<file path="src/rtl/bno085_pkg.sv">
// Shared constants, FSM state type and report-length lookup
// for the BNO085 SHTP report parser.
package bno085_pkg;

    localparam int SHTP_HDR_LEN = 4;
    localparam int STAGE_BYTES  = 14;

    localparam logic [7:0] RPT_ROT_VEC  = 8'h05;
    localparam logic [7:0] RPT_GYRO_CAL = 8'h02;
    localparam logic [7:0] RPT_TIMEBASE = 8'hFB;
    localparam logic [7:0] RPT_REBASE   = 8'hFA;

    localparam logic [3:0] LEN_ROT_VEC  = 4'd14;
    localparam logic [3:0] LEN_GYRO_CAL = 4'd10;
    localparam logic [3:0] LEN_TIMEBASE = 4'd5;

    typedef enum logic [2:0] {
        ST_IDLE,
        ST_HDR,
        ST_RPT_ID,
        ST_BODY,
        ST_SKIP,
        ST_DONE
    } state_t;

    // Zero marks an ID this parser cannot size.
    function automatic logic [3:0] rpt_len(input logic [7:0] id);
        logic [3:0] len;
        case (id)
            RPT_ROT_VEC:  len = LEN_ROT_VEC;
            RPT_GYRO_CAL: len = LEN_GYRO_CAL;
            RPT_TIMEBASE: len = LEN_TIMEBASE;
            RPT_REBASE:   len = LEN_TIMEBASE;
            default:      len = 4'd0;
        endcase
        return len;
    endfunction

endpackage

</file>
<file path="src/rtl/bno085_report_parser_if.sv">
// Byte stream from the sensor-side SPI master into the parser.
// master drives the bytes, slave (the parser) consumes them.
interface bno085_report_parser_if;

    logic       rx_frame;
    logic       rx_valid;
    logic [7:0] rx_byte;

    modport master (
        output rx_frame,
        output rx_valid,
        output rx_byte
    );

    modport slave (
        input rx_frame,
        input rx_valid,
        input rx_byte
    );

endinterface

</file>
<file path="src/rtl/bno085_report_parser.sv">
// SHTP packet parser: extracts rotation-vector and calibrated-gyro
// reports from the BNO085 byte stream into held, atomically updated outputs.
module bno085_report_parser
    import bno085_pkg::*;
#(
    parameter int INPUT_CHANNEL = 3,
    parameter int MAX_PKT_LEN   = 256
) (
    input  logic                  clk,
    input  logic                  rst,
    bno085_report_parser_if.slave rx,
    output logic                  quat_valid,
    output logic [15:0]           quat_w,
    output logic [15:0]           quat_x,
    output logic [15:0]           quat_y,
    output logic [15:0]           quat_z,
    output logic                  gyro_valid,
    output logic [15:0]           gyro_x,
    output logic [15:0]           gyro_y,
    output logic [15:0]           gyro_z,
    output logic                  quat_update,
    output logic                  gyro_update,
    output logic                  pkt_error
);

    localparam logic [15:0] W_MAX_LEN  = 16'(MAX_PKT_LEN);
    localparam logic [7:0]  W_CHAN     = 8'(INPUT_CHANNEL);
    localparam logic [15:0] W_HDR_LAST = 16'(SHTP_HDR_LEN - 1);
    localparam logic [15:0] W_MIN_LEN  = 16'(SHTP_HDR_LEN + 1);

    state_t r_state;
    state_t w_state_nxt;

    logic [15:0] r_cnt;
    logic [15:0] r_pkt_len;
    logic [7:0]  r_len_lsb;
    logic [7:0]  r_len_msb;
    logic [7:0]  r_chan;
    logic [7:0]  r_rpt_id;
    logic [3:0]  r_rpt_len;
    logic [3:0]  r_rpt_idx;

    logic [STAGE_BYTES-1:0][7:0] r_stage;
    logic [STAGE_BYTES-1:0][7:0] w_stage;

    logic        w_rx;
    logic [15:0] w_hdr_len;
    logic [15:0] w_pkt_len;
    logic [3:0]  w_id_len;
    logic [15:0] w_cnt_nxt;
    logic        w_fits;
    logic        w_rpt_last;
    logic        w_bad_hdr;
    logic        w_err;
    logic        w_commit_q;
    logic        w_commit_g;

    assign w_rx       = rx.rx_valid & rx.rx_frame;
    assign w_hdr_len  = {1'b0, r_len_msb[6:0], r_len_lsb};
    assign w_pkt_len  = (w_hdr_len > W_MAX_LEN) ? W_MAX_LEN : w_hdr_len;
    assign w_id_len   = rpt_len(rx.rx_byte);
    assign w_cnt_nxt  = r_cnt + 16'd1;
    assign w_fits     = (r_cnt + {12'd0, w_id_len}) <= r_pkt_len;
    assign w_rpt_last = (r_rpt_idx == (r_rpt_len - 4'd1));
    assign w_bad_hdr  = (w_hdr_len < W_MIN_LEN) || (r_chan != W_CHAN);

    // Staging image including the byte arriving this cycle, so a
    // commit can read the final byte without an extra cycle.
    always_comb begin
        w_stage = r_stage;
        if (r_state == ST_RPT_ID) begin
            w_stage[0] = rx.rx_byte;
        end else begin
            w_stage[r_rpt_idx] = rx.rx_byte;
        end
    end

    always_ff @(posedge clk) begin
        if (rst) begin
            r_state <= ST_IDLE;
        end else begin
            r_state <= w_state_nxt;
        end
    end

    always_comb begin
        w_state_nxt = r_state;
        w_err       = 1'b0;
        w_commit_q  = 1'b0;
        w_commit_g  = 1'b0;
        unique case (r_state)
            ST_IDLE: begin
                if (w_rx) begin
                    w_state_nxt = ST_HDR;
                end
            end
            ST_HDR: begin
                if (!rx.rx_frame) begin
                    w_err       = 1'b1;
                    w_state_nxt = ST_IDLE;
                end else if (w_rx && r_cnt == W_HDR_LAST) begin
                    w_state_nxt = w_bad_hdr ? ST_SKIP : ST_RPT_ID;
                end
            end
            ST_RPT_ID: begin
                if (!rx.rx_frame) begin
                    w_err       = 1'b1;
                    w_state_nxt = ST_IDLE;
                end else if (w_rx) begin
                    if (w_id_len == 4'd0 || !w_fits) begin
                        w_err       = 1'b1;
                        w_state_nxt = ST_SKIP;
                    end else begin
                        w_state_nxt = ST_BODY;
                    end
                end
            end
            ST_BODY: begin
                if (!rx.rx_frame) begin
                    w_err       = 1'b1;
                    w_state_nxt = ST_IDLE;
                end else if (w_rx && w_rpt_last) begin
                    w_commit_q  = (r_rpt_id == RPT_ROT_VEC);
                    w_commit_g  = (r_rpt_id == RPT_GYRO_CAL);
                    w_state_nxt = (w_cnt_nxt < r_pkt_len) ?
                                  ST_RPT_ID : ST_DONE;
                end
            end
            ST_SKIP, ST_DONE: begin
                if (!rx.rx_frame) begin
                    w_state_nxt = ST_IDLE;
                end
            end
            default: begin
                w_state_nxt = ST_IDLE;
            end
        endcase
    end

    always_ff @(posedge clk) begin
        if (rst) begin
            r_cnt       <= '0;
            r_pkt_len   <= '0;
            r_len_lsb   <= '0;
            r_len_msb   <= '0;
            r_chan      <= '0;
            r_rpt_id    <= '0;
            r_rpt_len   <= '0;
            r_rpt_idx   <= '0;
            r_stage     <= '0;
            quat_valid  <= 1'b0;
            quat_w      <= '0;
            quat_x      <= '0;
            quat_y      <= '0;
            quat_z      <= '0;
            gyro_valid  <= 1'b0;
            gyro_x      <= '0;
            gyro_y      <= '0;
            gyro_z      <= '0;
            quat_update <= 1'b0;
            gyro_update <= 1'b0;
            pkt_error   <= 1'b0;
        end else begin
            quat_update <= w_commit_q;
            gyro_update <= w_commit_g;
            pkt_error   <= w_err;

            if (w_rx) begin
                r_cnt <= (r_state == ST_IDLE) ? 16'd1 : w_cnt_nxt;
                unique case (r_state)
                    ST_IDLE: begin
                        r_len_lsb <= rx.rx_byte;
                    end
                    ST_HDR: begin
                        if (r_cnt == 16'd1) r_len_msb <= rx.rx_byte;
                        if (r_cnt == 16'd2) r_chan    <= rx.rx_byte;
                        if (r_cnt == W_HDR_LAST) r_pkt_len <= w_pkt_len;
                    end
                    ST_RPT_ID: begin
                        r_rpt_id  <= rx.rx_byte;
                        r_rpt_len <= w_id_len;
                        r_rpt_idx <= 4'd1;
                        r_stage   <= w_stage;
                    end
                    ST_BODY: begin
                        r_rpt_idx <= r_rpt_idx + 4'd1;
                        r_stage   <= w_stage;
                    end
                    default: begin
                    end
                endcase
            end

            if (w_commit_q) begin
                quat_valid <= 1'b1;
                quat_x     <= {w_stage[5],  w_stage[4]};
                quat_y     <= {w_stage[7],  w_stage[6]};
                quat_z     <= {w_stage[9],  w_stage[8]};
                quat_w     <= {w_stage[11], w_stage[10]};
            end

            if (w_commit_g) begin
                gyro_valid <= 1'b1;
                gyro_x     <= {w_stage[5], w_stage[4]};
                gyro_y     <= {w_stage[7], w_stage[6]};
                gyro_z     <= {w_stage[9], w_stage[8]};
            end
        end
    end

endmodule

</file>
<file path="src/flat_wrapper.sv">
// flat-port wrapper written by rule: the top's interface ports become plain ports
module bno085_report_parser_flat import bno085_pkg::*;
#(
    parameter int INPUT_CHANNEL = 3,
    parameter int MAX_PKT_LEN   = 256
)
  (clk, rst, quat_valid, quat_w, quat_x, quat_y, quat_z, gyro_valid, gyro_x, gyro_y, gyro_z, quat_update, gyro_update, pkt_error, rx_rx_frame, rx_rx_valid, rx_rx_byte);
  bno085_report_parser_if rx_i ();
  input  logic clk;
  input  logic rst;
  output logic quat_valid;
  output logic [15:0] quat_w;
  output logic [15:0] quat_x;
  output logic [15:0] quat_y;
  output logic [15:0] quat_z;
  output logic gyro_valid;
  output logic [15:0] gyro_x;
  output logic [15:0] gyro_y;
  output logic [15:0] gyro_z;
  output logic quat_update;
  output logic gyro_update;
  output logic pkt_error;
  input wire logic [$bits(rx_i.rx_frame)-1:0] rx_rx_frame;
  input wire logic [$bits(rx_i.rx_valid)-1:0] rx_rx_valid;
  input wire logic [$bits(rx_i.rx_byte)-1:0] rx_rx_byte;
  assign rx_i.rx_frame = rx_rx_frame;
  assign rx_i.rx_valid = rx_rx_valid;
  assign rx_i.rx_byte = rx_rx_byte;
  bno085_report_parser #(.INPUT_CHANNEL(INPUT_CHANNEL), .MAX_PKT_LEN(MAX_PKT_LEN)) u_core (.clk(clk), .rst(rst), .rx(rx_i), .quat_valid(quat_valid), .quat_w(quat_w), .quat_x(quat_x), .quat_y(quat_y), .quat_z(quat_z), .gyro_valid(gyro_valid), .gyro_x(gyro_x), .gyro_y(gyro_y), .gyro_z(gyro_z), .quat_update(quat_update), .gyro_update(gyro_update), .pkt_error(pkt_error));
endmodule
</file>
<file path="config.mk">
export PLATFORM = sky130hd
export DESIGN_NAME = bno085_report_parser_flat
export DESIGN_NICKNAME = d
export VERILOG_FILES = /design/src/rtl/bno085_pkg.sv /design/src/rtl/bno085_report_parser_if.sv /design/src/rtl/bno085_report_parser.sv /design/src/flat_wrapper.sv
export SDC_FILE = /design/constraint.sdc
export NUM_CORES = 1
export LEC_CHECK = 0
export BUFFER_PORTS_ARGS = -buffer_cell sky130_fd_sc_hd__buf_2
export CAP_MARGIN = 20
export CORE_MARGIN = 2
export CORE_UTILIZATION = 63
export CTS_CLUSTER_SIZE = 25
export DETAILED_ROUTE_END_ITERATION = 10
export GPL_ROUTABILITY_DRIVEN = 0
export GPL_TIMING_DRIVEN = 0
export PLACE_DENSITY = 0.95
export SKIP_LAST_GASP = 1
export SYNTH_ARGS = -nofsm -noshare
export SYNTH_HDL_FRONTEND = slang
export SYNTH_SLANG_ARGS = --single-unit
</file>
<file path="constraint.sdc">
create_clock -name clk -period 13.6 [get_ports clk]
set_input_delay 1.36 -clock clk [delete_from_list [all_inputs] [get_ports clk]]
set_output_delay 1.36 -clock clk [all_outputs]
set_load 0.02 [all_outputs]
</file>
* Word-level counts from Yosys, hierarchy flattened
Index checks and enable logic that the tools add are counted.
Storage, ports and cells: logic and storage cells 122, bits of input ports 12, output and inout bits 117, register bits 303
Cells by class: magnitude comparators 6, equality and inequality tests 21, multiplexer cells 32, bitwise operators 2, reduce and logical (&&, ||, !) cells 22, add/subtract/negate cells 4
Operators by type and width (number):
- $bwmux W112 | 1
- $mux W88 | 1
- $mux W3 | 11
- $demux W8 S4 | 1
- $eq A16 B2 Y1 const B | 2
- $add A16 B1 Y16 const B | 1
- $add A16 B4 Y16 | 1
- $eq A16 B1 Y1 const B | 1
- $eq A8 B2 Y1 const B | 2
- $eq A8 B3 Y1 const B | 2
- $eq A8 B8 Y1 const B | 2
- $le A16 B16 Y1 | 1
- $lt A16 B16 Y1 | 1
- $mux W16 | 1
- $mux W8 | 2
- $gt A15 B9 Y1 const B | 1
- $lt A15 B3 Y1 const B | 1
- $mux W15 | 1
- $pmux W3 S5 | 1
- $pmux W4 S3 | 1
- $reduce_and A3 Y1 | 4
- $mux W1 | 10
- $ne A3 B2 Y1 const B | 3
- $ne A8 B2 Y1 const B | 1
- 23 further kinds | 34

* Longest topological paths before layout
depth after elaboration 11, mapped depth 21, depth with buffers taken out 21

* Worst setup path after synthesis
Ideal clock, no wire load.
path kind input-to-reg, start input port rx_rx_byte[4], end register u_core.r_state[1], path buffers 0, library setup time 0.091 ns, stages 17, data arrival time 5.495 ns, data required time 13.509 ns, setup slack 8.014 ns, cell sequence or4_1 -> a211o_1 -> fa_1 -> nor2b_1 -> o21ai_0 -> a21oi_1 -> nor2b_1 -> nor2b_1 -> nand3_1 -> xnor2_1 -> ha_1 -> a2111oi_0 -> nand3_1 -> o211ai_1 -> o211ai_1 -> or4_1 -> a311oi_1
On the way: word-level cells in the longest chain between the ends 11, elaborated cells on any way between the ends 15, those cells by class add/sub (1); order compare (1); eq/ne (4); mux (5); reduce/logical (4)
Ends and longest elaborated chain:
- from (decl) | line flat_wrapper.sv:25 | input wire logic [$bits(rx_i.rx_byte)-1:0] rx_rx_byte;
- $eq A8 B8 Y1 | line bno085_pkg.sv:29 | case (id)
- $reduce_or A2 Y1 (no line)
- $pmux W4 S3 * | line bno085_pkg.sv:29
- $add A16 B4 Y16 | line bno085_report_parser.sv:63 | assign w_fits = (r_cnt + {12'd0, w_id_len}) <= r_pkt_len;
- $le A16 B16 Y1 | line bno085_report_parser.sv:63
- $logic_not A1 Y1 | line bno085_report_parser.sv:110 | if (w_id_len == 4'd0 || !w_fits) begin
- $logic_or A1 B1 Y1 * | line bno085_report_parser.sv:110
- $mux W3 * | line bno085_report_parser.sv:110
- $mux W3 * | line bno085_report_parser.sv:109 | end else if (w_rx) begin
- $mux W3 * | line bno085_report_parser.sv:106 | if (!rx.rx_frame) begin
- $pmux W3 S5 * | line bno085_report_parser.sv:91 | unique case (r_state)
- to (signal assigned) | line bno085_report_parser.sv:82 | r_state <= w_state_nxt;
- to (decl) | line bno085_report_parser.sv:31 | state_t r_state;
Every way passes the cells marked *; elsewhere a longest branch is shown, timed or not. The select of a mux whose other input is x is not followed. A chain may end at the register's enable or synchronous reset.

* Final worst setup path
Same ends and word-level chain as after synthesis.

==> impl_metrics.xml <==
<?xml version="1.0" encoding="UTF-8"?>
<metrics>
  <group name="cells_and_area">
    <metric name="post_route_cells_drive_above_1_share" unit="%">13.5</metric>
    <metric name="nets" unit="">1490</metric>
    <metric name="final_common_cell" unit="">dfxtp_1</metric>
    <metric name="layout_common_cells" unit="">253 x dfxtp_1, 246 x nor2_1, 143 x buf_2</metric>
    <metric name="finish.instance_area" unit="um2">13100</metric>
    <metric name="area_growth_from_synthesis_to_final_layout" unit="%">16.2</metric>
  </group>
  <group name="yosys">
    <metric name="postSynth.topFlopCell" unit="">dfxtp_1</metric>
    <metric name="synth.top_cell.area_share" unit="%">44.9</metric>
    <metric name="avgSynthCellArea" unit="um2">8.80</metric>
    <metric name="async_reset_ff_share" unit="%">0</metric>
    <metric name="postSynthCellCount" unit="">1281</metric>
    <metric name="synth_enable_flop_cells" unit="">0</metric>
    <metric name="synth.yosys.warnings" unit="">0</metric>
    <metric name="synth.area.top_cells" unit="">dfxtp_1 45%, mux2i_1 11%, nor2_1 8.2%</metric>
    <metric name="synthesis.area" unit="um2">11300</metric>
    <metric name="ys_ff_latch" unit="">253</metric>
    <metric name="synth_sequential_area_ratio" unit="%">44.9</metric>
    <metric name="synth_top_area_cell" unit="">dfxtp_1</metric>
    <metric name="synthesis.nets" unit="">1335</metric>
    <metric name="netlist-cell-type-count" unit="">49</metric>
  </group>
  <group name="placement">
    <metric name="pre_cts_slack" unit="ns">7.05</metric>
    <metric name="post_dp_cell_area" unit="um2">12200</metric>
    <metric name="dpl.hpwl" unit="um">22800</metric>
    <metric name="io_buffers" unit="">126</metric>
  </group>
  <group name="status">
    <metric name="outcome" unit="">finished clean</metric>
  </group>
  <group name="setup_path">
    <metric name="crit_required" unit="ns">14.04</metric>
    <metric name="critPathCapture" unit="">u_core.r_state[1]$_SDFFE_PP0P_</metric>
    <metric name="critical_path.max_fanout" unit="">4</metric>
    <metric name="cp-start-kind" unit="">primary input</metric>
    <metric name="setup.reg_to_reg.worst_slack" unit="ns">8.42</metric>
    <metric name="worst_r2r_startpoint" unit="">u_core.r_cnt[0]$_SDFFE_PP0P_</metric>
    <metric name="rr_endpoint" unit="">u_core.r_state[1]$_SDFFE_PP0P_</metric>
    <metric name="startpoint" unit="">rx_rx_byte[4]</metric>
    <metric name="cp_data_arrival_time" unit="ns">6.64</metric>
    <metric name="worstSetupPathType" unit="">in -&gt; reg</metric>
    <metric name="reg2regPathDepth" unit="">17</metric>
    <metric name="setup.worst_path.end_class" unit="">flip-flop</metric>
  </group>
  <group name="clocking">
    <metric name="cts.path.max_buffers" unit="">3</metric>
    <metric name="htree_levels" unit="">1</metric>
    <metric name="ctsHoldBuffers" unit="">0</metric>
    <metric name="clock_root_buffer_master" unit="">clkbuf_16</metric>
    <metric name="clock_latency" unit="ns">0.54</metric>
    <metric name="clkTransAtPathRegs" unit="ns">0.07</metric>
    <metric name="post-cts-setup-buffer-count" unit="">0</metric>
    <metric name="clkSinkCount" unit="">253</metric>
    <metric name="cts_tree" unit="">yes</metric>
    <metric name="postCtsResizedCells" unit="">0</metric>
    <metric name="tritoncts.num_buffers" unit="">26</metric>
  </group>
  <group name="sta">
    <metric name="minimum_setup_slack_in_the_final_design" unit="ns">7.41</metric>
    <metric name="rsz0062_at_grt" unit="">no</metric>
    <metric name="totalNegativeSetupSlack" unit="ns">0</metric>
    <metric name="layout_worst_path_cycle_share" unit="%">45.5</metric>
    <metric name="final_period_minus_worst_setup_slack" unit="ns">6.19</metric>
    <metric name="finalClockSkew" unit="ns">0.0133</metric>
    <metric name="report.final.slew_viol_count" unit="">0</metric>
    <metric name="slew_headroom" unit="%">31.0</metric>
    <metric name="final-hold-violation-count" unit="">0</metric>
    <metric name="whs" unit="ns">0.462</metric>
    <metric name="timing_worst_slew_pin_value" unit="ns">1.03</metric>
    <metric name="setup-violations-final" unit="">0</metric>
    <metric name="max_freq" unit="MHz">161</metric>
  </group>
  <group name="power_and_ir_drop">
    <metric name="finalPower" unit="W">0.00156</metric>
    <metric name="ir_drop" unit="uV">131</metric>
    <metric name="p_leak" unit="nW">5.92</metric>
    <metric name="power_density_of_the_placed_cells" unit="nW/um2">119</metric>
  </group>
  <group name="floorplan">
    <metric name="floorplan.die.height" unit="um">138</metric>
    <metric name="io_pins" unit="">129</metric>
    <metric name="core" unit="um2">17400</metric>
    <metric name="initial_utilization" unit="%">64.7</metric>
    <metric name="die-area" unit="um2">19000</metric>
    <metric name="floorplan.die.width" unit="um">138</metric>
    <metric name="row_count" unit="">48</metric>
  </group>
  <group name="worst_hold_path">
    <metric name="hold_start" unit="">u_core.r_rpt_id[3]$_SDFFE_PP0P_</metric>
    <metric name="worstHoldPathType" unit="">reg -&gt; reg</metric>
    <metric name="whs_path_depth" unit="">2</metric>
  </group>
  <group name="grt">
    <metric name="gr-total-overflow" unit="">0</metric>
    <metric name="track_usage" unit="%">36.1</metric>
    <metric name="grt_antenna_before_repair" unit="">1</metric>
    <metric name="grt_pass1_vias" unit="">10260</metric>
    <metric name="grt_max_degree" unit="">15</metric>
    <metric name="grt_pass1_wl" unit="um">53800</metric>
  </group>
  <group name="routing">
    <metric name="route.antenna.remaining_nets" unit="">0</metric>
    <metric name="drt_iter0_drc" unit="">1468</metric>
    <metric name="drt_drc_violations_left" unit="">0</metric>
    <metric name="vias" unit="">10894</metric>
    <metric name="post_drt_wl_per_cell" unit="um">20.8</metric>
    <metric name="detailedRoute.firstPassIterationCount" unit="">8</metric>
    <metric name="viasPerCell" unit="">6.48</metric>
    <metric name="routed_wirelength" unit="um">34900</metric>
  </group>
  <group name="job">
    <metric name="max_cap_viol_count" unit="">0</metric>
  </group>
</metrics>
## worst min-delay path by stage
stage,to
final,u_core.r_rpt_id[3]$_SDFFE_PP0P_
after global routing,u_core.r_rpt_id[3]$_SDFFE_PP0P_
after CTS,u_core.r_rpt_id[3]$_SDFFE_PP0P_
after detailed placement,u_core.r_rpt_id[3]$_SDFFE_PP0P_
after global placement,u_core.r_rpt_id[4]$_SDFFE_PP0P_
after floorplan,u_core.r_rpt_id[6]$_SDFFE_PP0P_
## flip-flops by register name, indices dropped and copies added (netlist names)
signal,flops
u_core.r_stage,64
u_core.gyro_x,16
u_core.gyro_y,16
u_core.gyro_z,16
u_core.quat_w,16
u_core.quat_x,16
u_core.quat_y,16
u_core.quat_z,16
u_core.r_cnt,16
u_core.r_pkt_len,15
u_core.r_chan,8
u_core.r_len_lsb,8
u_core.r_rpt_id,8
u_core.r_len_msb,7
u_core.r_rpt_idx,4
u_core.r_rpt_len,3
u_core.r_state,3
u_core.gyro_update,1
u_core.gyro_valid,1
u_core.pkt_error,1
u_core.quat_update,1
u_core.quat_valid,1
## layout make-up
| cell class | instances | area, um2 |
|---|---|---|
| multi-input combinational | 897 | 5690 |
| clock inverter | 13 | 156 |
| antenna | 1 | 2.50 |
| clock buffer | 35 | 754 |
| sequential | 253 | 5060 |
| timing repair buffer | 127 | 636 |
| tap | 225 | 282 |
| buffer | 100 | 400 |
| fill | 1092 | 4310 |
| inverter | 31 | 116 |
## cells in the mapped netlist (all sizes together), types with 3 or more instances
master / n
a211oi: 100
a21o: 4
a21oi: 45
a22oi: 13
a311oi: 17
a31oi: 8
and2: 4
buf: 19
clkbuf: 81
dfxtp: 253
ha: 41
inv: 31
mux2i: 128
nand2: 91
nand2b: 7
nand3: 51
nand4: 10
nor2: 246
nor2b: 8
nor3: 17
nor4: 12
o211ai: 4
o21ai: 23
or3: 9
or4: 3
xnor2: 17
xor2: 16
## per-layer routing
| layer | share of wire [%] | vias to the layer above | GRT usage (%) |
|---|---|---|---|
| li1 | - | 4795 | - |
| met1 | 38 | 5084 | 46.8 |
| met2 | 45 | 810 | 57.3 |
| met3 | 11 | 205 | 7.03 |
| met4 | 6.2 | 0 | 18.9 |
| met5 | 0 | - | 0 |
## power breakdown
part,total [W],switching (W),internal [W]
clock,0.000756,0.000309,0.000447
combinational,0.0000585,0.0000462,0.0000123
sequential,0.000745,0.00000189,0.000743
## worst max-delay path, stage by stage
cell,delay (ns)
buf_2,0.13
or4_1,0.55
a211o_1,0.32
fa_1,0.48
nor2b_1,0.13
o21ai_0,0.13
a21oi_1,0.29
nor2b_1,0.23
nor2b_1,0.30
nand3_1,0.14
xnor2_1,0.17
ha_1,0.21
a2111oi_0,0.73
nand3_1,0.16
o211ai_1,0.28
o211ai_1,0.22
or4_1,0.54
a311oi_1,0.24
## per-stage QoR
| stage | util (%) | cells |
|---|---|---|
| after floorplan | - | 1281 |
| after global placement | 70.0 | 1632 |
| after detailed placement | 70.0 | 1632 |
| after CTS | 75.2 | 1680 |
| after global routing | 75.2 | 1681 |
| final | 75.2 | 1682 |
## cell families after synthesis
kind of cell	share of synthesized area (%)
AOI/OAI and AO/OA	13.8
xor gates and xnor gates	2.56
adders and majority gates	4.73
buffers and inverters	4.58
DFF	44.9
muxes	11.4
and+or+nand+nor	18.0
Power figures use the tool's default switching activity.
